`config.mk`:
```
export PLATFORM = sky130hd
export DESIGN_NAME = magnitude_comparator_serial
export DESIGN_NICKNAME = d
export VERILOG_FILES = /design/src/rtl/magnitude_comparator_pkg.sv /design/src/rtl/magnitude_comparator_bit_cell.sv /design/src/rtl/magnitude_comparator_serial.sv
export SDC_FILE = /design/constraint.sdc
export NUM_CORES = 1
export LEC_CHECK = 0
export CAP_MARGIN = 20
export CORE_MARGIN = 1.5
export CORE_UTILIZATION = 40
export DETAILED_ROUTE_END_ITERATION = 6
export PLACE_DENSITY = 0.65
export SLEW_MARGIN = 20
export SYNTH_ARGS = -nofsm -noshare
export SYNTH_HDL_FRONTEND = slang
export SYNTH_SLANG_ARGS = --single-unit
```
`constraint.sdc`:
```
create_clock -name clk -period 2 [get_ports clk]
set_clock_uncertainty 0.05 [all_clocks]
set_input_delay 0.2 -clock clk [delete_from_list [all_inputs] [get_ports clk]]
set_output_delay 0.2 -clock clk [all_outputs]
set_load 0.05 [all_outputs]
```
`src/rtl/magnitude_comparator_pkg.sv`:
```
// -----------------------------------------------------------------------------
// magnitude_comparator_pkg
// Shared definitions for the serial magnitude comparator:
//   state_t : FSM state encoding (IDLE, SHIFT, DONE)
//   clog2   : bit-index width for a given operand width (never below 1)
// -----------------------------------------------------------------------------
package magnitude_comparator_pkg;

    typedef enum logic [1:0] {
        IDLE  = 2'd0,
        SHIFT = 2'd1,
        DONE  = 2'd2
    } state_t;

    // Width of a counter that can hold 0 .. value-1; a 1-bit operand still
    // needs a 1-bit index register.
    function automatic int unsigned clog2(input int unsigned value);
        int unsigned w;
        w = 1;
        while ((32'd1 << w) < value) begin
            w = w + 1;
        end
        return w;
    endfunction

endpackage

```
`src/rtl/magnitude_comparator_bit_cell.sv`:
```
// -----------------------------------------------------------------------------
// magnitude_comparator_bit_cell
// Compares one bit pair of the operands.
//   a_bit, b_bit : bit of operand A / B at the current index
//   invert       : high on the two's-complement sign bit; a set A bit then
//                  marks A as the smaller operand
//   bit_gt       : this bit pair alone says A > B
//   bit_lt       : this bit pair alone says A < B
// -----------------------------------------------------------------------------
module magnitude_comparator_bit_cell (
    input  logic a_bit,
    input  logic b_bit,
    input  logic invert,
    output logic bit_gt,
    output logic bit_lt
);

    logic a_only;
    logic b_only;

    always_comb begin
        a_only = a_bit & ~b_bit;
        b_only = b_bit & ~a_bit;
        bit_gt = invert ? b_only : a_only;
        bit_lt = invert ? a_only : b_only;
    end

endmodule

```
`src/rtl/magnitude_comparator_serial.sv`:
```
// -----------------------------------------------------------------------------
// magnitude_comparator_serial
// Bit-serial magnitude comparator, MSB first, one bit pair per clock.
// Parameters:
//   WIDTH  : operand width, 1..64
//   SIGNED : 0 = unsigned compare, 1 = two's-complement compare
// Ports:
//   clk    : clock, rising edge
//   rst    : synchronous active-high reset
//   start  : request a compare; accepted only in IDLE or DONE
//   a, b   : operands, captured on the accepting edge
//   busy   : high while bits are being compared
//   done   : one-cycle pulse, results valid in this cycle
//   gt/lt/eq : result flags, updated on entry to DONE and held until the next
// Build option:
//   MAGNITUDE_COMPARATOR_EARLY_EXIT_EN - when defined, the compare finishes on
//   the first differing bit pair; otherwise timing is data independent.
// -----------------------------------------------------------------------------
module magnitude_comparator_serial
    import magnitude_comparator_pkg::*;
#(
    parameter int WIDTH  = 8,
    parameter bit SIGNED = 1'b0
) (
    input  logic             clk,
    input  logic             rst,
    input  logic             start,
    input  logic [WIDTH-1:0] a,
    input  logic [WIDTH-1:0] b,
    output logic             busy,
    output logic             done,
    output logic             gt,
    output logic             lt,
    output logic             eq
);

    localparam int unsigned      IDX_W    = clog2(WIDTH);
    localparam logic [IDX_W-1:0] IDX_MSB  = IDX_W'(WIDTH - 1);
    localparam logic [IDX_W-1:0] IDX_ZERO = '0;
    localparam logic [IDX_W-1:0] IDX_ONE  = IDX_W'(1);

    state_t           state;
    state_t           state_next;
    logic             accept;
    logic [WIDTH-1:0] a_reg;
    logic [WIDTH-1:0] b_reg;
    logic [IDX_W-1:0] idx;
    logic             dec_gt;
    logic             dec_lt;
    logic             bit_gt;
    logic             bit_lt;
    logic             sign_pos;
    logic             last_bit;
    logic             res_gt;
    logic             res_lt;

    always_comb begin
        sign_pos = SIGNED && (idx == IDX_MSB);
    end

    magnitude_comparator_bit_cell u_bit_cell (
        .a_bit  (a_reg[idx]),
        .b_bit  (b_reg[idx]),
        .invert (sign_pos),
        .bit_gt (bit_gt),
        .bit_lt (bit_lt)
    );

    // The first differing bit pair (MSB first) decides the result; later bits
    // are still walked in the fixed-latency build but cannot change it.
    always_comb begin
        res_gt = (dec_gt | dec_lt) ? dec_gt : bit_gt;
        res_lt = (dec_gt | dec_lt) ? dec_lt : bit_lt;
`ifdef MAGNITUDE_COMPARATOR_EARLY_EXIT_EN
        last_bit = (idx == IDX_ZERO) || bit_gt || bit_lt;
`else
        last_bit = (idx == IDX_ZERO);
`endif
    end

    always_ff @(posedge clk) begin
        if (rst) begin
            state <= IDLE;
        end else begin
            state <= state_next;
        end
    end

    always_comb begin
        state_next = state;
        accept     = 1'b0;
        busy       = 1'b0;
        done       = 1'b0;
        case (state)
            IDLE: begin
                if (start) begin
                    accept     = 1'b1;
                    state_next = SHIFT;
                end
            end
            SHIFT: begin
                busy = 1'b1;
                if (last_bit) begin
                    state_next = DONE;
                end
            end
            DONE: begin
                done = 1'b1;
                if (start) begin
                    accept     = 1'b1;
                    state_next = SHIFT;
                end else begin
                    state_next = IDLE;
                end
            end
            default: begin
                state_next = IDLE;
            end
        endcase
    end

    always_ff @(posedge clk) begin
        if (rst) begin
            a_reg  <= '0;
            b_reg  <= '0;
            idx    <= '0;
            dec_gt <= 1'b0;
            dec_lt <= 1'b0;
            gt     <= 1'b0;
            lt     <= 1'b0;
            eq     <= 1'b0;
        end else if (accept) begin
            a_reg  <= a;
            b_reg  <= b;
            idx    <= IDX_MSB;
            dec_gt <= 1'b0;
            dec_lt <= 1'b0;
        end else if (state == SHIFT) begin
            if (idx != IDX_ZERO) begin
                idx <= idx - IDX_ONE;
            end
            if (!dec_gt && !dec_lt) begin
                dec_gt <= bit_gt;
                dec_lt <= bit_lt;
            end
            if (last_bit) begin
                gt <= res_gt;
                lt <= res_lt;
                eq <= ~(res_gt | res_lt);
            end
        end
    end

endmodule

```
==> impl_metrics.json <==
{
  "cp_required_ns": 1.75,
  "cts-root-buf": "clkbuf_4",
  "starting_drt_drc_count": 19,
  "row_count": 19,
  "drt-wirelength-per-cell_microns": 12.2,
  "finish.cell_count_without_fillers": 180,
  "critical_path.startpoint_type": "flop",
  "die_h_microns": 56.4,
  "drt_pre_antenna_iters": 4,
  "final-seq-area_sq_um": 520,
  "avgSynthCellArea_sq_um": 9.07,
  "arrival_ns": 1.58,
  "worstMarginPinSlew_ns": 0.491,
  "postRouteWirelength_mm": 2.19,
  "postLayoutSetupSlackWorst_ns": 0.171,
  "cts.clk_slew.worst_paths_ns": 0.14,
  "htree_num_levels": 1,
  "synthToLayoutAreaGrowth_pct": 27.9,
  "globalRoute.totalOverflow": 0,
  "slew_viol_final": 0,
  "clock_latency_on_the_worst_skew_pair_ns": 0.32,
  "final_antenna_net_count": 0,
  "floorplan.initialDensity_pct": 41.8,
  "core_sq_um": 2730,
  "maxSlewHeadroom_pct": 67.2,
  "placed_cells": 176,
  "finalSetupTns_ns": 0,
  "min_period_over_period_pct": 91.5,
  "detailroute.via_count": 920,
  "most-common-layout-cells": "34 x nand2_1, 26 x dfxtp_1, 22 x clkdlybuf4s50_1",
  "timing.critical_path.fanout_max": 4,
  "top_signal_layer_used": "met4",
  "place_hpwl_mm": 1.62,
  "met1_length_microns": 994,
  "static_leakage_nw": 0.566,
  "synth_cells": 126,
  "mappedNetlistNets": 147,
  "multi_input_comb_area_sq_um": 573,
  "cts_sinks": 26,
  "viasPerCell": 5.11,
  "synth_enable_flop_cells": 0,
  "synthesis.yosys.warnings": 0,
  "run_status": "finished clean",
  "grt_use_total_pct": 14.8,
  "final.min_clock_period_ns": 1.83,
  "mostFrequentLayoutCell": "nand2_1",
  "async_flop_share_pct": 0,
  "antenna_cells": 0,
  "number_of_top_level_pins": 24,
  "cts_setup_buffers": 0,
  "netlist-cell-type-count": 25,
  "cts.hold.buffers_added": 0,
  "hold_path_class": "in -> reg",
  "grt_pass1_wl_mm": 3.77,
  "setup_viol": 0,
  "cts.repair.resized": 0,
  "ctsLongestPathBuffers": 2,
  "worst_ir_drop_vdd_mv": 0.494,
  "filler_cells_inserted": 279,
  "grt_start_max_net_pins": 28,
  "grt_pass1_vias": 901,
  "die-area_sq_um": 3190,
  "postSynth.topFlopCell": "dfxtp_1",
  "dp_worst_setup_slack_ns": 0.250,
  "met2_length_mm": 1.08,
  "setup.worst_path.end_class": "primary output",
  "floorplan.die.width_microns": 56.4,
  "finalHoldViolCount": 0,
  "grt_antenna_before_repair": 0,
  "unrepaired_setup_endpoints_after_global_routing": "no",
  "final_layout_size_suffix_gt1_share_pct": 10.1,
  "setup.worst_path.class": "reg -> out",
  "tritoncts": "yes",
  "power.density_cell_area_nw_per_um2": 811,
  "drc_violations": 0,
  "finalNetCount": 171,
  "seq_area_frac_synth_pct": 45.6,
  "ys_seq_elements": 26,
  "cts_made_buffers": 3,
  "place.port_buffers": 23,
  "met3_wirelength_microns": 85,
  "max-cap-violations": 0,
  "maxClockFrequency_mhz": 547,
  "report.power.total_mw": 1.18,
  "mappedNetlistArea_sq_um": 1140,
  "gp_congestion": 0.776
}
[final timing paths]
path	start	end	slack, ns	cells past startpoint
max	state[0]$_SDFFE_PP0P_	done	0.17	2
min	a[1]	a_reg[1]$_SDFFE_PP0P_	0.36	3
min reg2reg	b_reg[2]$_SDFFE_PP0P_	b_reg[2]$_SDFFE_PP0P_	0.41	2
max reg2reg	idx[0]$_SDFFE_PP0P_	dec_lt$_SDFFE_PP0P_	0.22	4
[metrics by stage]
stage	hold slack (ns)	cell area, sq um	util [%]
2_1_floorplan	0.286	1140	-
5_1_grt	0.351	1460	53.5
3_5_place_dp	0.395	1410	51.5
3_3_place_gp	0.395	1410	51.5
6_report	0.355	1460	53.5
4_1_cts	0.338	1460	53.5
[cell families after synthesis]
family                     Yosys count  share of synthesized area, %
muxes                                7                          13.1
buffers and inverters               13                          4.27
and+or+nand+nor                     49                          19.4
AOI/OAI and AO/OA                   26                          13.1
adders and majority gates            2                          2.19
DFF                                 26                          45.6
xor gates and xnor gates             3                          2.30
[metal layers]
metal  track usage (%)  up-vias
met5                 0        -
met3              2.30        4
met1              17.0      420
met4              7.48        0
li1                  -      472
met2              26.4       24
[worst max-delay path, stage by stage, from the launching register on]
cell	delay, ns
dfxtp_1	0.36
nor2b_1	0.11
clkdlybuf4s50_1	0.80
[report_power, final]
group / internal, mW / leakage [nW] / switching, mW
combinational: 0.122 / 0.324 / 0.123
clock: 0.203 / 0.0279 / 0.153
sequential: 0.556 / 0.214 / 0.0290
[synth_stat cells, types with 2 or more instances]
library cell,number,area (sq um)
nand2_1,34,128
dfxtp_1,26,521
a21oi_1,21,105
clkbuf_1,8,30.0
inv_1,5,18.8
mux4_1,4,105
nor2_1,4,15.0
nand2b_1,3,18.8
ha_1,2,25.0
mux2_2,2,22.5
nor2b_1,2,12.5
xnor2_1,2,17.5
[final cells by class]
| type | count | share of cell area (%) |
|---|---|---|
| multi-input cells | 87 | 39.2 |
| flip-flops and latches | 26 | 35.6 |
| repair buffers | 27 | 17.6 |
| well taps | 31 | 2.65 |
| clock inverters | 1 | 2.05 |
| clock buffers | 3 | 1.54 |
| inverters | 5 | 1.28 |
(Power assumes the default switching activity.)
==> edit 1 (same settings) <==
The 3 states of `state_t` get a one-hot encoding in 3 bits.
--- a/src/rtl/magnitude_comparator_pkg.sv
+++ b/src/rtl/magnitude_comparator_pkg.sv
@@ -7,8 +7,8 @@
 package magnitude_comparator_pkg;
 
-    typedef enum logic [1:0] {
-        IDLE  = 2'd0,
-        SHIFT = 2'd1,
-        DONE  = 2'd2
+    typedef enum logic [2:0] {
+        IDLE  = 3'b001,
+        SHIFT = 3'b010,
+        DONE  = 3'b100
     } state_t;
 
Formal check against the unedited RTL: no difference found for any inputs over 10 cycles, from zero or initial values and one cycle with rst high; not proved beyond that.
==> edit 1 against the unedited design <==
  * Setup slack got worse by 0.037 ns
  * Power fell by 12%
  * First-iteration DRC count fell by 21%
  * Cell area rose by 1.5%
  * Synthesized cell count rose by 1.6%
  * Wire length fell by 0.18%
  * Combinational power fell by 13%
  * Area after synthesis rose by 4.4%
  * Largest cell class unchanged
  * Sequential cell count rose by 1
==> edit 1: results (changes against the unedited design) <==
- Antenna Cells: 0 (unchanged)
- Status: completed
- Fill count: 262 (-6.1%)
- CTS Buf Count: 3 (unchanged)
- Longest Clk Path Bufs: 2 (unchanged)
- Worst-Margin Slew: 0.492 ns (+0.000765 ns)
- Gr usage total: 0.149 (+0.000206)
- DR iter-0 viols: 15 (-4)
- Main area contributors after synthesis: dfxtp_1, nand2_1, a21oi_1
- Startpoint Class: flip-flop
- Final nets: 174 (+1.8%)
- Synth unique cells: 30 (+20%)
- Synth top cells by count: nand2_1, dfxtp_1, a21oi_1
- Setup violations, final: 0 (unchanged)
- Number of port buffers: 23 (unchanged)
- Initial antenna violation count: 0 (unchanged)
- Vias in the first global route: 981 (+8.9%)
- # DRC: 0 (unchanged)
- H-tree Lvls: 1 (unchanged)
- Clk Tree Root Cell: clkbuf_4
- First-pass GRT wire length: 3950 µm (+4.6%)
- Switching Share: 0.267 (+0.0103)
- Register area share after synthesis: 0.453 (-0.00234)
- Pleak: 0.558 nW (-1.4%)
- Syn. warnings: 0 (unchanged)
- Syn nets: 149 (+1.4%)
- Vias: 957 (+4.0%)
- Critical-path maximum fanout: 3 (-1)
- RePlAce Congestion: 0.741 (-4.5%)
- Drt wl/cell: 12.0 µm (-1.8%)
- Worst vdd ir: 0.555 mV (+12%)
- Detail Placement HPWL: 1610 µm (-0.44%)
- Final hold violations: 0 (unchanged)
- Hold Crit Class: input port to flip-flop
- Arr. time, crit path: 2.06 ns (+0.48 ns)
- Largest net degree at the start of global routing: 27 (-3.6%)
- Clk slew on worst S/H paths: 0.14 ns (about the same)
- Layout cells sized above 1: 0.125 (+0.0243)
- Place WS: 0.131 ns (-0.118 ns)
## edit 1: routing by layer
layer,track usage,part of all wire,vias up
li1,-,-,492
met1,0.169,0.47,442
met2,0.279,0.47,19
met3,0.0295,0.041,4
met4,0.0399,0.016,0
met5,0,0,-
## edit 1: area by class of cell
| class | instances | area [µm²] | share of cell area |
|---|---|---|---|
| well taps | 31 | 38.8 | 0.0262 |
| repair buffers | 28 | 263 | 0.177 |
| clock buffers | 4 | 26.3 | 0.0177 |
| inverters | 2 | 7.51 | 0.00506 |
| flip-flops and latches | 27 | 541 | 0.365 |
| multi-input cells | 91 | 607 | 0.409 |
## edit 1: cells by family (layout without fill, tap and decap cells)
| kind of cell | after synthesis | count (layout) | synth area share |
|---|---|---|---|
| AOI/OAI and AO/OA | 28 | 28 | 0.134 |
| adders and majority gates | 2 | 2 | 0.0210 |
| and+or+nand+nor | 50 | 50 | 0.203 |
| xor gates and xnor gates | 3 | 3 | 0.0220 |
| muxes | 8 | 8 | 0.121 |
| buffers and inverters | 10 | 34 | 0.0462 |
| DFF | 27 | 27 | 0.453 |
## edit 1: critical path, stage by stage (launching register included)
cell and delay (ns):
dfxtp_1 0.42, buf_4 0.15, mux4_1 0.56, mux2i_2 0.23
nand3b_1 0.14, a211oi_1 0.23
## edit 1: path summary, 6_finish.rpt
check / start / end / slack (ns) / depth (start not counted)
worst max-delay path: idx[0]$_SDFFE_PP0P_ / lt$_SDFFE_PP0P_ / 0.13 / 5
worst min-delay path: a[5] / a_reg[5]$_SDFFE_PP0P_ / 0.36 / 3
worst min register to register: b_reg[4]$_SDFFE_PP0P_ / b_reg[4]$_SDFFE_PP0P_ / 0.41 / 2
worst max register to register: idx[0]$_SDFFE_PP0P_ / lt$_SDFFE_PP0P_ / 0.13 / 5
## edit 1: per-stage QoR
step	hold WS [ns]	instances	instance area [µm²]	power, mW
2_1_floorplan	0.286	128	1200	0.750
3_5_place_dp	0.399	179	1450	0.825
6_report	0.358	183	1480	1.05
4_1_cts	0.353	183	1480	1.05
3_3_place_gp	0.396	179	1450	0.818
5_1_grt	0.350	183	1480	1.11
## edit 1: power groups by stage
stage / Combinational [mW] / Sequential [mW] / Clock [mW]
after global routing: 0.238 / 0.605 / 0.266
after global placement: 0.207 / 0.611 / 0
final: 0.214 / 0.599 / 0.234
after CTS: 0.214 / 0.599 / 0.241
after detailed placement: 0.213 / 0.612 / 0
after floorplan: 0.144 / 0.606 / 0
## edit 1: repair_timing
action / in CTS / in global routing
setup buffers: 0 / 0
gates resized for setup: 0 / 1
endpoints found under the setup margin: 0 / 1
==> edit 2 (same flow settings) <==
Made on the original files. The option `MAGNITUDE_COMPARATOR_EARLY_EXIT_EN` is turned on by a define.
--- a/src/rtl/magnitude_comparator_serial.sv
+++ b/src/rtl/magnitude_comparator_serial.sv
@@ -17,4 +17,6 @@
 //   the first differing bit pair; otherwise timing is data independent.
 // -----------------------------------------------------------------------------
+`define MAGNITUDE_COMPARATOR_EARLY_EXIT_EN
+
 module magnitude_comparator_serial
     import magnitude_comparator_pkg::*;
Check against the original RTL: not equivalent (a bounded check fails within 4 cycles, from zero or initial values and one cycle with rst high).
==> edit 2 against the unedited design <==
  * Die area increased by 1.8%
  * Cell area is 2.9% higher
  * Sequential cell count did not move
  * Fmax is 7.5% lower
  * Largest power group unchanged
  * Highest routed layer unchanged
  * Utilization rose by 1.1 points
  * Power down 3.2%
  * Setup slack got worse by 0.15 ns
  * Synthesized cell count increased by 3.2%
  * Critical path type is now flip-flop to flip-flop
  * Area after synthesis up 1.9%
  * Register-to-register slack worse by 0.20 ns
  * Non-clock buffer count grew 3
  * Wire length decreased by 0.23%
==> edit 2: results (changes against the unedited design) <==
- DR iter-0 viols: 13 (-6)
- Synth unique cells: 27 (+8.0%)
- Vias in the first global route: 946 (+5.0%)
- Post-DP Area: 0.00145 mm² (+2.8%)
- Syn nets: 151 (+2.7%)
- Adder-Cell Fraction of Synth Area: 0.0215 (-0.000400)
- Vias per cell: 5.13 (+0.34%)
- Place WS: -0.0323 ns (-0.282 ns)
- RePlAce Congestion: 0.751 (-3.2%)
- R2R depth: 5 (+1)
- Non-filler instance count after layout: 187 (+3.9%)
- Gr usage total: 0.147 (-0.00113)
- Status: completed
- Worst rel slew slack: 0.673 (+0.00171)
- Worst r2r dst: lt$_SDFFE_PP0P_
- Largest net degree at the start of global routing: 20 (-29%)
- Slowest cell on the critical path: mux4_2
- Synth top cells by count: nand2_1, dfxtp_1, a21oi_1
- Main area contributors after synthesis: dfxtp_1, nand2_1, a21oi_1
- Final hold violations: 0 (unchanged)
- First-pass GRT wire length: 3840 µm (+1.8%)
- Cells after Synth: 130 (+3.2%)
- Final wirelength: 2190 µm (-0.23%)
- Register area share after synthesis: 0.447 (-0.00833)
- Mux contribution to synthesized area: 0.128 (-0.00348)
- Top delay family on crit path: multiplexers
- Clk slew on worst S/H paths: 0.14 ns (about the same)
- Compound-Gate Fraction of Synth Area: 0.131 (-0.000252)
- Post-Place Cells: 183 (+4.0%)
- Hold_ws: 0.355 ns (-0.000418 ns)
- Worst vdd ir: 0.432 mV (-13%)
- Pleak: 0.576 nW (+1.8%)
- Hold Startpoint: a[7]
- Internal power: 0.817 mW (-7.2%)
- R2R Setup Slk: 0.02 ns (-0.20 ns)
- CP peak stage delay: 0.49 ns (-0.31 ns)
- Hold Crit Class: input port to flip-flop
- Post-cts resize count: 1 (+1)
- Post-Synth XOR/XNOR Area: 0.0366 (+0.0136)
- WHS Endpoint: a_reg[7]$_SDFFE_PP0P_
## edit 2: cell families (layout without fill, tap and decap cells)
kind of cell / count (synthesis) / count (layout)
and+or+nand+nor: 51 / 51
DFF: 26 / 26
xor gates and xnor gates: 4 / 4
AOI/OAI and AO/OA: 26 / 26
muxes: 8 / 8
buffers and inverters: 13 / 39
adders and majority gates: 2 / 2
## edit 2: layer usage
metal	global-route usage	part of all wire
met1	0.172	0.43
met2	0.263	0.49
met3	0.0295	0.054
met4	0.0598	0.021
met5	0	0
## edit 2: cell type report
type	instances	area, µm²
multi-input cells	91	602
well taps	31	38.8
inverters	5	18.8
repair buffers	30	284
fillers	279	1250
flip-flops and latches	26	524
clock buffers	4	36.3
## edit 2: worst max-delay path by stage
stage	start	depth (start not counted)	slack, ns	endpoint
floorplan	idx[0]$_SDFFE_PP0P_	6	-0.02	lt$_SDFFE_PP0P_
global route	idx[0]$_SDFFE_PP0P_	5	-0.06	lt$_SDFFE_PP0P_
global placement	idx[0]$_SDFFE_PP0P_	6	0.002	lt$_SDFFE_PP0P_
CTS	idx[0]$_SDFFE_PP0P_	6	0.007	lt$_SDFFE_PP0P_
detailed placement	idx[0]$_SDFFE_PP0P_	6	-0.03	lt$_SDFFE_PP0P_
finish	idx[0]$_SDFFE_PP0P_	5	0.02	lt$_SDFFE_PP0P_
## edit 2: power groups by stage
| stage | logic (mW) | clock network, mW | registers, mW |
|---|---|---|---|
| after floorplan | 0.198 | 0 | 0.594 |
| after global placement | 0.289 | 0 | 0.592 |
| after detailed placement | 0.295 | 0 | 0.593 |
| after CTS | 0.297 | 0.277 | 0.582 |
| after global routing | 0.327 | 0.300 | 0.590 |
| final | 0.301 | 0.264 | 0.582 |
